**src/rtl/axi_xbar_pkg.sv**
```systemverilog
// Shared AXI channel structs and ID prefix helpers for the crossbar mux/demux pair.
// Module parameters of axi_mux_core must agree with the widths fixed here.
package axi_xbar_pkg;
  localparam int SLV_ID_W     = 4;
  localparam int NO_SLV_PORTS = 4;
  localparam int SEL_W        = $clog2(NO_SLV_PORTS);
  localparam int MST_ID_W     = SLV_ID_W + SEL_W;
  localparam int ADDR_W       = 32;
  localparam int DATA_W       = 32;
  localparam int STRB_W       = DATA_W / 8;

  typedef logic [SEL_W-1:0] idx_t;

  typedef struct packed {
    logic [SLV_ID_W-1:0] id;
    logic [ADDR_W-1:0]   addr;
    logic [7:0]          len;
    logic [2:0]          size;
    logic [1:0]          burst;
  } slv_ax_t;

  typedef struct packed {
    logic [MST_ID_W-1:0] id;
    logic [ADDR_W-1:0]   addr;
    logic [7:0]          len;
    logic [2:0]          size;
    logic [1:0]          burst;
  } mst_ax_t;

  typedef struct packed {
    logic [DATA_W-1:0] data;
    logic [STRB_W-1:0] strb;
    logic              last;
  } w_chan_t;

  typedef struct packed { logic [SLV_ID_W-1:0] id; logic [1:0] resp; } slv_b_t;
  typedef struct packed { logic [MST_ID_W-1:0] id; logic [1:0] resp; } mst_b_t;

  typedef struct packed {
    logic [SLV_ID_W-1:0] id;
    logic [DATA_W-1:0]   data;
    logic [1:0]          resp;
    logic                last;
  } slv_r_t;

  typedef struct packed {
    logic [MST_ID_W-1:0] id;
    logic [DATA_W-1:0]   data;
    logic [1:0]          resp;
    logic                last;
  } mst_r_t;

  typedef struct packed {
    slv_ax_t aw; logic aw_valid;
    w_chan_t w;  logic w_valid;
    logic    b_ready;
    slv_ax_t ar; logic ar_valid;
    logic    r_ready;
  } slv_req_t;

  typedef struct packed {
    logic   aw_ready;
    logic   ar_ready;
    logic   w_ready;
    slv_b_t b; logic b_valid;
    slv_r_t r; logic r_valid;
  } slv_resp_t;

  typedef struct packed {
    mst_ax_t aw; logic aw_valid;
    w_chan_t w;  logic w_valid;
    logic    b_ready;
    mst_ax_t ar; logic ar_valid;
    logic    r_ready;
  } mst_req_t;

  typedef struct packed {
    logic   aw_ready;
    logic   ar_ready;
    logic   w_ready;
    mst_b_t b; logic b_valid;
    mst_r_t r; logic r_valid;
  } mst_resp_t;

  function automatic logic [MST_ID_W-1:0] prefix_id(idx_t idx, logic [SLV_ID_W-1:0] id);
    return {idx, id};
  endfunction

  function automatic logic [SLV_ID_W-1:0] strip_id(logic [MST_ID_W-1:0] id);
    return id[SLV_ID_W-1:0];
  endfunction
endpackage

```
**src/rtl/axi_mux_rr_arb.sv**
```systemverilog
// Round-robin arbiter with a grant freeze while the winning request is stalled.
// The pointer moves to winner+1 only on handshake.
module axi_mux_rr_arb #(
  parameter int N = 4
) (
  input  logic                 i_clk,
  input  logic                 i_rst,
  input  logic [N-1:0]         i_req,
  input  logic                 i_lock,
  input  logic                 i_hs,
  output logic [$clog2(N)-1:0] o_gnt_idx,
  output logic                 o_gnt_valid
);
  localparam int SelW = $clog2(N);

  logic [SelW-1:0] r_ptr, r_lock_idx, w_rr_idx, w_cand;
  logic            w_found;

  always_comb begin
    w_rr_idx = r_ptr;
    w_cand   = r_ptr;
    w_found  = 1'b0;
    for (int i = 0; i < N; i++) begin
      w_cand = SelW'((int'(r_ptr) + i) % N);
      if (!w_found && i_req[w_cand]) begin
        w_rr_idx = w_cand;
        w_found  = 1'b1;
      end
    end
  end

  // While locked, replay last cycle's grant so a newly valid port cannot steal it.
  assign o_gnt_idx   = i_lock ? r_lock_idx : w_rr_idx;
  assign o_gnt_valid = i_req[o_gnt_idx];

  always_ff @(posedge i_clk) begin
    if (i_rst) begin
      r_ptr      <= '0;
      r_lock_idx <= '0;
    end else begin
      r_lock_idx <= o_gnt_idx;
      if (i_hs) r_ptr <= (o_gnt_idx == SelW'(N-1)) ? '0 : o_gnt_idx + 1'b1;
    end
  end
endmodule

```
**src/rtl/axi_mux_core.sv**
```systemverilog
// N:1 AXI4 mux: RR-arbitrates AW/AR, tags IDs with the source port, orders W by
// AW grant order through a small FIFO and routes B/R back by the ID prefix.
module axi_mux_core
  import axi_xbar_pkg::*;
#(
  parameter int  SlvIdWidth = SLV_ID_W,
  parameter int  NoSlvPorts = NO_SLV_PORTS,
  parameter int  MaxWTrans  = 8,
  parameter type slv_req_t  = axi_xbar_pkg::slv_req_t,
  parameter type slv_resp_t = axi_xbar_pkg::slv_resp_t,
  parameter type mst_req_t  = axi_xbar_pkg::mst_req_t,
  parameter type mst_resp_t = axi_xbar_pkg::mst_resp_t,
  localparam int SelectWidth = $clog2(NoSlvPorts)
) (
  input  logic                       clk_i,
  input  logic                       rst_i,
  input  slv_req_t  [NoSlvPorts-1:0] slv_reqs_i,
  output slv_resp_t [NoSlvPorts-1:0] slv_resps_o,
  output mst_req_t                   mst_req_o,
  input  mst_resp_t                  mst_resp_i
);
  localparam int PtrW = $clog2(MaxWTrans);
  localparam int CntW = PtrW + 1;

  logic [NoSlvPorts-1:0]  w_aw_req, w_ar_req;
  logic [SelectWidth-1:0] w_aw_idx, w_ar_idx, w_w_idx, w_b_idx, w_r_idx;
  logic w_aw_gnt, w_ar_gnt, w_aw_hs, w_ar_hs, w_full, w_empty, w_pop;
  logic r_aw_lock, r_ar_lock;

  logic [SelectWidth-1:0] r_fifo [MaxWTrans];
  logic [PtrW-1:0]        r_wptr, r_rptr;
  logic [CntW-1:0]        r_cnt;

  always_comb begin
    for (int i = 0; i < NoSlvPorts; i++) begin
      w_aw_req[i] = slv_reqs_i[i].aw_valid;
      w_ar_req[i] = slv_reqs_i[i].ar_valid;
    end
  end

  axi_mux_rr_arb #(.N(NoSlvPorts)) u_aw_arb (
    .i_clk(clk_i), .i_rst(rst_i), .i_req(w_aw_req), .i_lock(r_aw_lock),
    .i_hs(w_aw_hs), .o_gnt_idx(w_aw_idx), .o_gnt_valid(w_aw_gnt));

  axi_mux_rr_arb #(.N(NoSlvPorts)) u_ar_arb (
    .i_clk(clk_i), .i_rst(rst_i), .i_req(w_ar_req), .i_lock(r_ar_lock),
    .i_hs(w_ar_hs), .o_gnt_idx(w_ar_idx), .o_gnt_valid(w_ar_gnt));

  assign w_full  = (r_cnt == CntW'(MaxWTrans));
  assign w_empty = (r_cnt == '0);
  assign w_w_idx = r_fifo[r_rptr];
  assign w_b_idx = mst_resp_i.b.id[SlvIdWidth +: SelectWidth];
  assign w_r_idx = mst_resp_i.r.id[SlvIdWidth +: SelectWidth];
  assign w_aw_hs = !rst_i && w_aw_gnt && !w_full && mst_resp_i.aw_ready;
  assign w_ar_hs = !rst_i && w_ar_gnt && mst_resp_i.ar_ready;
  assign w_pop   = !rst_i && !w_empty && slv_reqs_i[w_w_idx].w_valid &&
                   mst_resp_i.w_ready && slv_reqs_i[w_w_idx].w.last;

  always_comb begin
    mst_req_o   = '0;
    slv_resps_o = '0;
    if (!rst_i) begin
      mst_req_o.aw       = slv_reqs_i[w_aw_idx].aw;
      mst_req_o.aw.id    = prefix_id(w_aw_idx, slv_reqs_i[w_aw_idx].aw.id);
      mst_req_o.aw_valid = w_aw_gnt && !w_full;
      slv_resps_o[w_aw_idx].aw_ready = w_aw_gnt && !w_full && mst_resp_i.aw_ready;

      mst_req_o.ar       = slv_reqs_i[w_ar_idx].ar;
      mst_req_o.ar.id    = prefix_id(w_ar_idx, slv_reqs_i[w_ar_idx].ar.id);
      mst_req_o.ar_valid = w_ar_gnt;
      slv_resps_o[w_ar_idx].ar_ready = w_ar_gnt && mst_resp_i.ar_ready;

      if (!w_empty) begin
        mst_req_o.w       = slv_reqs_i[w_w_idx].w;
        mst_req_o.w_valid = slv_reqs_i[w_w_idx].w_valid;
        slv_resps_o[w_w_idx].w_ready = mst_resp_i.w_ready;
      end

      // Unmapped prefixes are sunk so the slave device cannot hang.
      if (int'(w_b_idx) < NoSlvPorts) begin
        slv_resps_o[w_b_idx].b_valid = mst_resp_i.b_valid;
        slv_resps_o[w_b_idx].b.id    = strip_id(mst_resp_i.b.id);
        slv_resps_o[w_b_idx].b.resp  = mst_resp_i.b.resp;
        mst_req_o.b_ready            = slv_reqs_i[w_b_idx].b_ready;
      end else begin
        mst_req_o.b_ready = 1'b1;
      end

      if (int'(w_r_idx) < NoSlvPorts) begin
        slv_resps_o[w_r_idx].r_valid = mst_resp_i.r_valid;
        slv_resps_o[w_r_idx].r       = '{id: strip_id(mst_resp_i.r.id), data: mst_resp_i.r.data,
                                         resp: mst_resp_i.r.resp, last: mst_resp_i.r.last};
        mst_req_o.r_ready            = slv_reqs_i[w_r_idx].r_ready;
      end else begin
        mst_req_o.r_ready = 1'b1;
      end
    end
  end

  always_ff @(posedge clk_i) begin
    if (rst_i) begin
      r_aw_lock <= 1'b0;
      r_ar_lock <= 1'b0;
      r_wptr    <= '0;
      r_rptr    <= '0;
      r_cnt     <= '0;
    end else begin
      r_aw_lock <= w_aw_gnt && !w_full && !mst_resp_i.aw_ready;
      r_ar_lock <= w_ar_gnt && !mst_resp_i.ar_ready;
      if (w_aw_hs) begin
        r_fifo[r_wptr] <= w_aw_idx;
        r_wptr         <= r_wptr + 1'b1;
      end
      if (w_pop) r_rptr <= r_rptr + 1'b1;
      r_cnt <= r_cnt + CntW'(w_aw_hs) - CntW'(w_pop);
    end
  end

  a_b_idx: assert property (@(posedge clk_i) disable iff (rst_i)
    mst_resp_i.b_valid |-> int'(w_b_idx) < NoSlvPorts);
  a_r_idx: assert property (@(posedge clk_i) disable iff (rst_i)
    mst_resp_i.r_valid |-> int'(w_r_idx) < NoSlvPorts);
endmodule

```
**config.mk**
```make
export PLATFORM = sky130hd
export DESIGN_NAME = axi_mux_core
export DESIGN_NICKNAME = d
export VERILOG_FILES = /design/src/rtl/axi_xbar_pkg.sv /design/src/rtl/axi_mux_rr_arb.sv /design/src/rtl/axi_mux_core.sv
export SDC_FILE = /design/constraint.sdc
export NUM_CORES = 1
export LEC_CHECK = 0
export CAP_MARGIN = 25
export CORE_AREA = 4 4 367 369
export DETAILED_ROUTE_END_ITERATION = 6
export DIE_AREA = 0 0 371 373
export HOLD_SLACK_MARGIN = 0.02
export PLACE_DENSITY = 0.3
export SETUP_SLACK_MARGIN = 0.02
export SYNTH_ARGS = -nofsm -noshare
export SYNTH_HDL_FRONTEND = slang
export SYNTH_SLANG_ARGS = --single-unit
```
**constraint.sdc**
```tcl
create_clock -name clk_i -period 10.37 [get_ports clk_i]
set_clock_uncertainty 0.15 [all_clocks]
set_input_delay 2.074 -clock clk_i [delete_from_list [all_inputs] [get_ports clk_i]]
set_output_delay 2.074 -clock clk_i [all_outputs]
set_load 0.01 [all_outputs]
```
Yosys cells after proc, flatten, opt, wreduce, memory -nomap -nowiden --
Memory sizes are Yosys's and may differ from the RTL's. A register that Yosys moved wholly into a read port is not among the register bits. Cells that the tools add are included.
Cells by class: add/subtract/negate cells 12, order comparisons 18, eq/ne operators 3, muxes and demuxes 80, bitwise gates (word level) 1, reductions and logical operators 37
Operators with widths (number):
- $bmux 140 s2 | 5
- $bwmux 200 | 7
- $demux 50 s2 | 8
- $mux 200 | 4
- $and 200x200->200 | 1
- $mux 144 | 1
- $mux 140 | 1
- $mux 90 | 1
- $mux 52 | 1
- $mux 51 | 1
- $mux 50 | 1
- $mux 49 | 1
- $mux 48 | 1
- $mux 47 | 1
- $mux 43 | 1
- $mux 41 | 1
- $mux 40 | 1
- $lt 2x3->1 const B | 13
- $mux 38 | 1
- $logic_and 1x1->1 | 25
- $mux 1 | 21
- $bmux 1 s2 | 10
- $mux 2 | 10
- $logic_not 1->1 | 11
- other kinds (10) | 23
Word-level totals: register bits 20, memory bits (writable) 16, input bits 616, memories 1
Memories:
- r_fifo | depth 8, width 2, read ports 1, clocked after memory_dff 1, wr ports 1, line axi_mux_core.sv:30 | logic [SelectWidth-1:0] r_fifo [MaxWTrans];

Logic depth before layout (Yosys ltp) --
Gate-level depths: netlist of the first run.
word-level depth 29, gate-level depth with buffers 16, mapped depth without buffers 14

Cells and area by module --
A second synthesis of the first run with hierarchy kept.
Second synthesis, totals: cells, all modules 796, area, all modules 7548.5 sq um
Modules (own cells, without submodules):
- axi_mux_core | times used 1, cells each 722, area each 6872.8 sq um
- axi_mux_rr_arb | times used 2, cells each 37, area each 337.8 sq um

Worst setup path before layout of the first run --
No wires, ideal clock.
path kind input -> output, start point input slv_reqs_i[90] (netlist name), end point output slv_resps_o[149] (netlist name), data arrival time 3.898 ns, slack 4.248 ns, stages on the path 8, buffers on the path 1, cells stage by stage nor2b_1 a221o_1 o31ai_4 inv_2 o211a_1 nor3_4 buf_6 and2_1
RTL lines:
- start, declared | line axi_mux_core.sv:17 | input slv_req_t [NoSlvPorts-1:0] slv_reqs_i,
- end, declared | line axi_mux_core.sv:18 | output slv_resp_t [NoSlvPorts-1:0] slv_resps_o,

==> results of run 1 <==
## worst reg2reg max path, cell delays in order (launching register included)
cell and delay (ns):
dfxtp_1 0.48, nand2_1 0.09, a221o_1 0.35, o31ai_4 0.46
clkinv_2 0.38, o211a_1 0.37, nor3_4 0.60, inv_1 0.10
ha_1 0.29, inv_1 0.04, ha_1 0.20, fa_1 0.41
xnor2_1 0.17, nor2_1 0.05
## metrics by stage
step | util, % | area, um2 | cells | hold slack, ns
after floorplan | - | 7950 | 1022 | 0.311
after global placement | 14.9 | 19500 | 3656 | 0.340
after detailed placement | 14.9 | 19500 | 3656 | 0.342
after CTS | 15.0 | 19700 | 3664 | 0.369
after global routing | 15.0 | 19700 | 3673 | 0.410
final | 15.0 | 19700 | 3682 | 0.367
## how the worst max path moves through the flow
stage | end | slack, ns | depth (start not counted)
3_3_place_gp | slv_resps_o[149] | 2.43 | 9
6_report | slv_resps_o[49] | 2.32 | 9
4_1_cts | slv_resps_o[149] | 2.21 | 9
5_1_grt | slv_resps_o[99] | 2.02 | 9
2_1_floorplan | slv_resps_o[149] | 4.25 | 8
3_5_place_dp | slv_resps_o[149] | 2.23 | 9
## power by group through the flow
stage          registers (mW)  clock network, mW  logic [mW]
2_1_floorplan           0.186                  0       0.569
3_3_place_gp            0.190                  0        1.27
3_5_place_dp            0.190                  0        1.27
4_1_cts                 0.187              0.244        1.28
5_1_grt                 0.189              0.245        1.34
6_report                0.187              0.221        1.25
## logic make-up (layout without fill, tap and decap cells)
kind of cell | after synthesis | in the layout | share of synthesized area [%]
and+or+nand+nor | 482 | 482 | 30.4
buffers and inverters | 118 | 1005 | 6.77
other | 0 | 18 | 0
AOI/OAI and AO/OA | 209 | 209 | 19.5
adders and majority gates | 17 | 17 | 2.77
xor gates and xnor gates | 2 | 2 | 0.221
DFF | 39 | 39 | 11.8
muxes | 155 | 155 | 28.5
## area by class of cell
| cell class | count | area (um2) | area share [%] |
|---|---|---|---|
| well taps | 1755 | 2200 | 11.1 |
| diodes | 18 | 45.0 | 0.229 |
| repair buffers | 979 | 9780 | 49.7 |
| clock buffers | 6 | 150 | 0.762 |
| flip-flops and latches | 39 | 941 | 4.77 |
| clock inverters | 2 | 13.8 | 0.0698 |
| inverters | 18 | 71.3 | 0.362 |
| multi-input cells | 865 | 6500 | 33.0 |
## layout by cell type (no fill, tap or decap), types with 9 or more instances in the layout
| cell | n |
|---|---|
| a21oi_1 | 11 |
| clkdlybuf4s50_1 | 958 |
| buf_4 | 18 |
| dfxtp_1 | 23 |
| ha_1 | 16 |
| diode_2 | 18 |
| inv_1 | 13 |
| and2_0 | 9 |
| and2_1 | 121 |
| nand2_1 | 70 |
| a211oi_1 | 174 |
| mux2i_1 | 95 |
| nor2b_1 | 50 |
| nor2_1 | 182 |
| mux4_2 | 55 |
| edfxtp_1 | 16 |
## metal layers
layer | up-vias | part of all wire (%) | track usage, %
li1 | 5519 | - | -
met1 | 5766 | 38 | 13.3
met2 | 612 | 49 | 21.3
met3 | 90 | 10 | 5.20
met4 | 42 | 2.3 | 2.97
met5 | - | 0.34 | 0
## registers in the layout, summed over array words and instances, names as in the netlist, named ones only
name and flops:
r_fifo 16, r_cnt 4, r_rptr 3, r_wptr 3, u_ar_arb.r_lock_idx 2, u_ar_arb.r_ptr 2
u_aw_arb.r_lock_idx 2, u_aw_arb.r_ptr 2, r_ar_lock 1, r_aw_lock 1
==> summary.md, run 1 <==
| Metric | Value |
|---|---|
| Reg-to-reg slack, setup | 6.11 ns |
| Reg power frac | between 10% and 20% |
| Setup TNS | 0 ns |
| Startpoint types | input port |
| Synth area leaders | a211oi_1 (16%), mux4_2 (16%), mux2i_1 (12%) |
| Switch share | 43.1% |
| Final critical-path required period | between 8 and 9 ns |
| Mapped Cells | around 1k |
| Dpl ws | between 2 and 2.5 ns |
| Library cells used by synthesis | between 50 and 60 |
| FMAX | 0.124 GHz |
| Dpl hpwl | roughly 76000 um |
| Postcts setup bufs | 0 |
| First-pass GRT wire length | between 100000 and 150000 um |
| Final nets | 2541 |
| Crit path capture type | output pin |
| Post-Route WL | 88400 um |
| Tot GR Track Use | ~12% |
| Post-CTS sizing | 0 |
| Syn_nets | between 1.5k and 2k |
| Reg2reg start | u_aw_arb.r_ptr[1] |
| CTS sink cnt | 39 |
| Slew Viols, Final | 0 |
| Fillers | between 10k and 15k |
| Kind of cell adding the most delay to the critical path | buffers and inverters |
| Synth warnings | 0 |
| CP required | ~8.2 ns |
| Post-synth EDFFs | 16 |
| Cell chosen for the clock root | clkbuf_16 |
| P_int | 0.944 mW |
| Worst path slowest cell | clkdlybuf4s50_1 |
| Slew @ Worst Pin | around 1.1 ns |
| Count leader, synth | nor2_1 |
| Endpoint of the worst hold path | r_rptr[2] |
| Via density | 3.27 |
| I/O pins | 960 |
| Core area | roughly 0.13 mm2 |
| Per-cell routed wire length | about 24 um |
| Overall Power | between 1.5 and 2 mW |
| Max-cap violations | 0 |
| Worst Setup SP | slv_reqs_i[510] |
| Critical Path, Cell by Cell | clkdlybuf4s50_1, nor2b_1, a221o_1, o31ai_4, clkinv_2, o211a_1, nor3_4, and2_1, clkdlybuf4s50_1 |
| Syn avg cell area | 7.77 um2 |
| Pwr dens | 84.2 mW/mm2 |
| Top cell type's share of synthesized area | 16.4% |
| Worst Path Arrival | 5.83 ns |
| CP dominant cell by count | clkdlybuf4s50_1 |
| Combinational share of power | roughly three quarters |
| Outcome | complete, no violations |
| Register area share after synthesis | 11.8% |
| Area Growth Syn to Fin | 148% |
| Clock network fraction of total power | around an eighth |
| Yosys reg bits | 39 |
| Synth area leader | a211oi_1 |
| Setup ws final | approximately 2.3 ns |
| GRT Residual Overflow | 0 |
| Routed Antenna Nets | 0 |
| Die ar. | 0.138 mm2 |
| Port Buffers | between 900 and 1k |
| Leakage | about 6.5 nW |
| R2r endpoint | r_cnt[2] |
| VDD IR max | 0.0733 mV |
| Vias in the first global route | 13.0k |
| H-tree levels | 2 |
| Register-to-Register Path Depth | 13 |
| CP max FO | 17 |
| Crit path kind | in2out |
| Buf/Inv on CP | 3 |
| Hold Startpoint | r_rptr[2] |
| RSZ-0062 raised after global routing | false |
| Via count | between 10k and 15k |
| Max stage delay on crit path | ~0.63 ns |
| # DRC | 0 |
| Worst hold path class | reg2reg |
| Share of cells above drive strength 1 | 5.61% |
| Die height | roughly 370 um |
| CTS tree | done |
| Commonest cells post-synth | nor2_1 (182), a211oi_1 (174), and2_1 (121), mux2i_1 (95), nand2_1 (71) |
| Placer Congestion | approximately 0.93 |
| TritonCTS Buffers | 5 |
| Fin crit share | ~80% |
| Antenna violations before repair | 47 |
| Mapped Area | roughly 0.0079 mm2 |
| DRT iter0 DRCs | 445 |
| P_sw | just over 0.7 mW |
| Drt first pass iters | 5 |
| Setup-failing EPs final | 0 |
| Register clock-pin slew on the reported worst setup and hold paths | 0.12 ns |
| Largest net degree at the start of global routing | ~120 |
| Initial Util | under 10% |
| FFs w/ async S/R, synth | 0% |
| Clock Path Buffers | 2 |
| Worst skew pair latency | about 0.33 ns |
| Cell row count | about 130 |
| Synth Flop Type | dfxtp_1 |
| Die Width | approximately 370 um |
| Number of hold buffers added after cts | 0 |
| Max_slew headroom | approximately 30% |
| Final Hold Vio Count | 0 |
| Worst hold path depth | 2 |
Power figures use the tool's default switching activity.
==> run 2: changes to the inputs <==
Settings changed: CORE_AREA 4 4 367 369 to 4 4 369 371, DIE_AREA 0 0 371 373 to 0 0 373 375.
Clock period 10.37 ns to 7.5 ns, I/O delays scaled along.
==> summary.md, run 2 (synthesis gave the netlist of run 1 again) <==
| Metric | Value |
|---|---|
| Outcome | complete, no violations |
| Setup-failing EPs final | 0 |
| Max reg flops | 16 |
| Reg power frac | 11.5% |
| Die height | around 380 um |
| P_sw | around 0.96 mW |
| Worst hold path class | reg2reg |
| GRT Residual Overflow | 0 |
| Dpl hpwl | just over 70000 um |
| Final instance area | ~0.020 mm2 |
| Largest net degree at the start of global routing | between 100 and 150 |
| DRT iter0 DRCs | just under 600 |
| Register clock-pin slew on the reported worst setup and hold paths | 0.07 ns |
| Worst Path Arrival | approximately 5 ns |
| Clock network fraction of total power | about an eighth |
| Antenna violations before repair | 29 |
| Die ar. | around 0.14 mm2 |
| Share of cells above drive strength 1 | under 10% |
| H-tree levels | 2 |
| Leakage | 6.51 nW |
| RSZ-0062 raised after global routing | false |
| Util after Layout | roughly 15% |
| Startpoint types | input port |
| Fillers | between 15k and 20k |
| Area Growth Syn to Fin | 149% |
| Post-Route WL | roughly 83000 um |
| Biggest register | r_fifo |
| Placer Congestion | roughly 0.88 |
| Combinational share of power | 76.7% |
| Largest registers | r_fifo x16, r_cnt x4 |
| Worst skew pair latency | ~0.33 ns |
| Final Hold Vio Count | 0 |
| Via count | between 10k and 15k |
| Port Buffers | roughly 960 |
| TritonCTS Buffers | 5 |
| Commonest cells after routing, fill and taps aside | clkdlybuf4s50_1 (956), nor2_1 (182), a211oi_1 (174) |
| I/O pins | 960 |
| Slew @ Worst Pin | slightly above 1 ns |
| Max_slew headroom | around a third |
| Cell Area, Placed | about 0.020 mm2 |
| First-pass GRT wire length | around 110000 um |
| # DRC | 0 |
| Core area | between 0.1 and 0.15 mm2 |
| Crit path capture type | output pin |
| Via density | around 3.2 |
| Final nets | around 2.5k |
| CP max FO | 17 |
| Post-CTS sizing | 0 |
| Switch share | ~43% |
| CTS sink cnt | 39 |
| FMAX | 0.151 GHz |
| Number of hold buffers added after cts | 0 |
| Clock Path Buffers | 2 |
| Cell row count | roughly 130 |
| Crit path kind | in2out |
| Drt first pass iters | 5 |
| Per-cell routed wire length | 22.4 um |
| Fin crit share | between 80% and 90% |
| Final critical-path required period | around 6.6 ns |
| Cell chosen for the clock root | clkbuf_16 |
| Initial Util | around 6.0% |
| Pwr dens | between 100 and 150 mW/mm2 |
| Setup TNS | 0 ns |
| VDD IR max | roughly 0.098 mV |
| Vias in the first global route | between 10k and 15k |
| Slew Viols, Final | 0 |
| P_int | around 1.3 mW |
| CP required | 5.85 ns |
| Postcts setup bufs | 0 |
| Routed Antenna Nets | 0 |
| Tot GR Track Use | 11.1% |
| Commonest non-fill, non-tap cell in the layout | clkdlybuf4s50_1 |
| Max-cap violations | 0 |
| Die Width | approximately 370 um |
| CTS tree | done |
-- run 2: changes by cell type in the layout (fill, tap and decap cells not counted) --
cell | before | now
buf_4 | 18 | 24
clkbuf_16 | 6 | 5
clkdlybuf4s50_1 | 958 | 956
clkinv_4 | 1 | 0
diode_2 | 18 | 8
buf_12 | 3 | 7
clkinvlp_4 | 0 | 2
clkinv_2 | 2 | 1
inv_6 | 0 | 1
-- run 2: area by class of cell --
class / instances / area (um2) / share of cell area [%]
Clock buffer: 5 / 125 / 0.632
Tap cell: 1768 / 2210 / 11.2
Inverter: 18 / 71.3 / 0.360
Clock inverter: 3 / 23.8 / 0.120
Antenna cell: 8 / 20.0 / 0.101
Timing Repair Buffer: 987 / 9890 / 50.0
Multi-Input combinational cell: 865 / 6500 / 32.9
Sequential cell: 39 / 941 / 4.75
-- run 2: power groups by stage --
stage                     combinational [mW]  clock [mW]  sequential, mW
final                                   1.74       0.266           0.260
after floorplan                        0.787           0           0.257
after CTS                               1.78       0.289           0.259
after global routing                    1.87       0.292           0.262
after global placement                  1.77           0           0.263
after detailed placement                1.77           0           0.264
-- run 2: critical path, cell delays in order --
cell	delay, ns
clkdlybuf4s50_1	0.63
nor2b_1	0.11
a221o_1	0.41
o31ai_4	0.48
clkinv_2	0.18
o211a_1	0.30
nor3_4	0.55
and2_1	0.25
clkdlybuf4s50_1	0.54
-- run 2: worst paths after layout --
kind | start | end | slack [ns] | cells after the start
worst min-delay path | r_rptr[2] | r_rptr[2] | 0.36 | 2
worst max register to register | u_aw_arb.r_ptr[1] | r_cnt[2] | 3.50 | 13
worst max-delay path | slv_reqs_i[510] | slv_resps_o[99] | 0.87 | 9
worst min register to register | r_rptr[2] | r_rptr[2] | 0.36 | 2
-- run 2: per-stage QoR --
| stage | hold slack [ns] | cells | power (mW) | worst slack (ns) |
|---|---|---|---|---|
| after floorplan | 0.311 | 1022 | 1.04 | 2.53 |
| after global placement | 0.348 | 3676 | 2.03 | 0.469 |
| after detailed placement | 0.346 | 3677 | 2.04 | 0.904 |
| after CTS | 0.362 | 3685 | 2.33 | 0.895 |
| after global routing | 0.407 | 3686 | 2.42 | 0.677 |
| final | 0.364 | 3693 | 2.26 | 0.871 |
-- run 2: layer usage --
layer / part of all wire (%) / track usage [%]
met1: 40 / 12.9
met2: 51 / 20.2
met3: 8.1 / 3.97
met4: 1.1 / 1.31
met5: 0.18 / 0
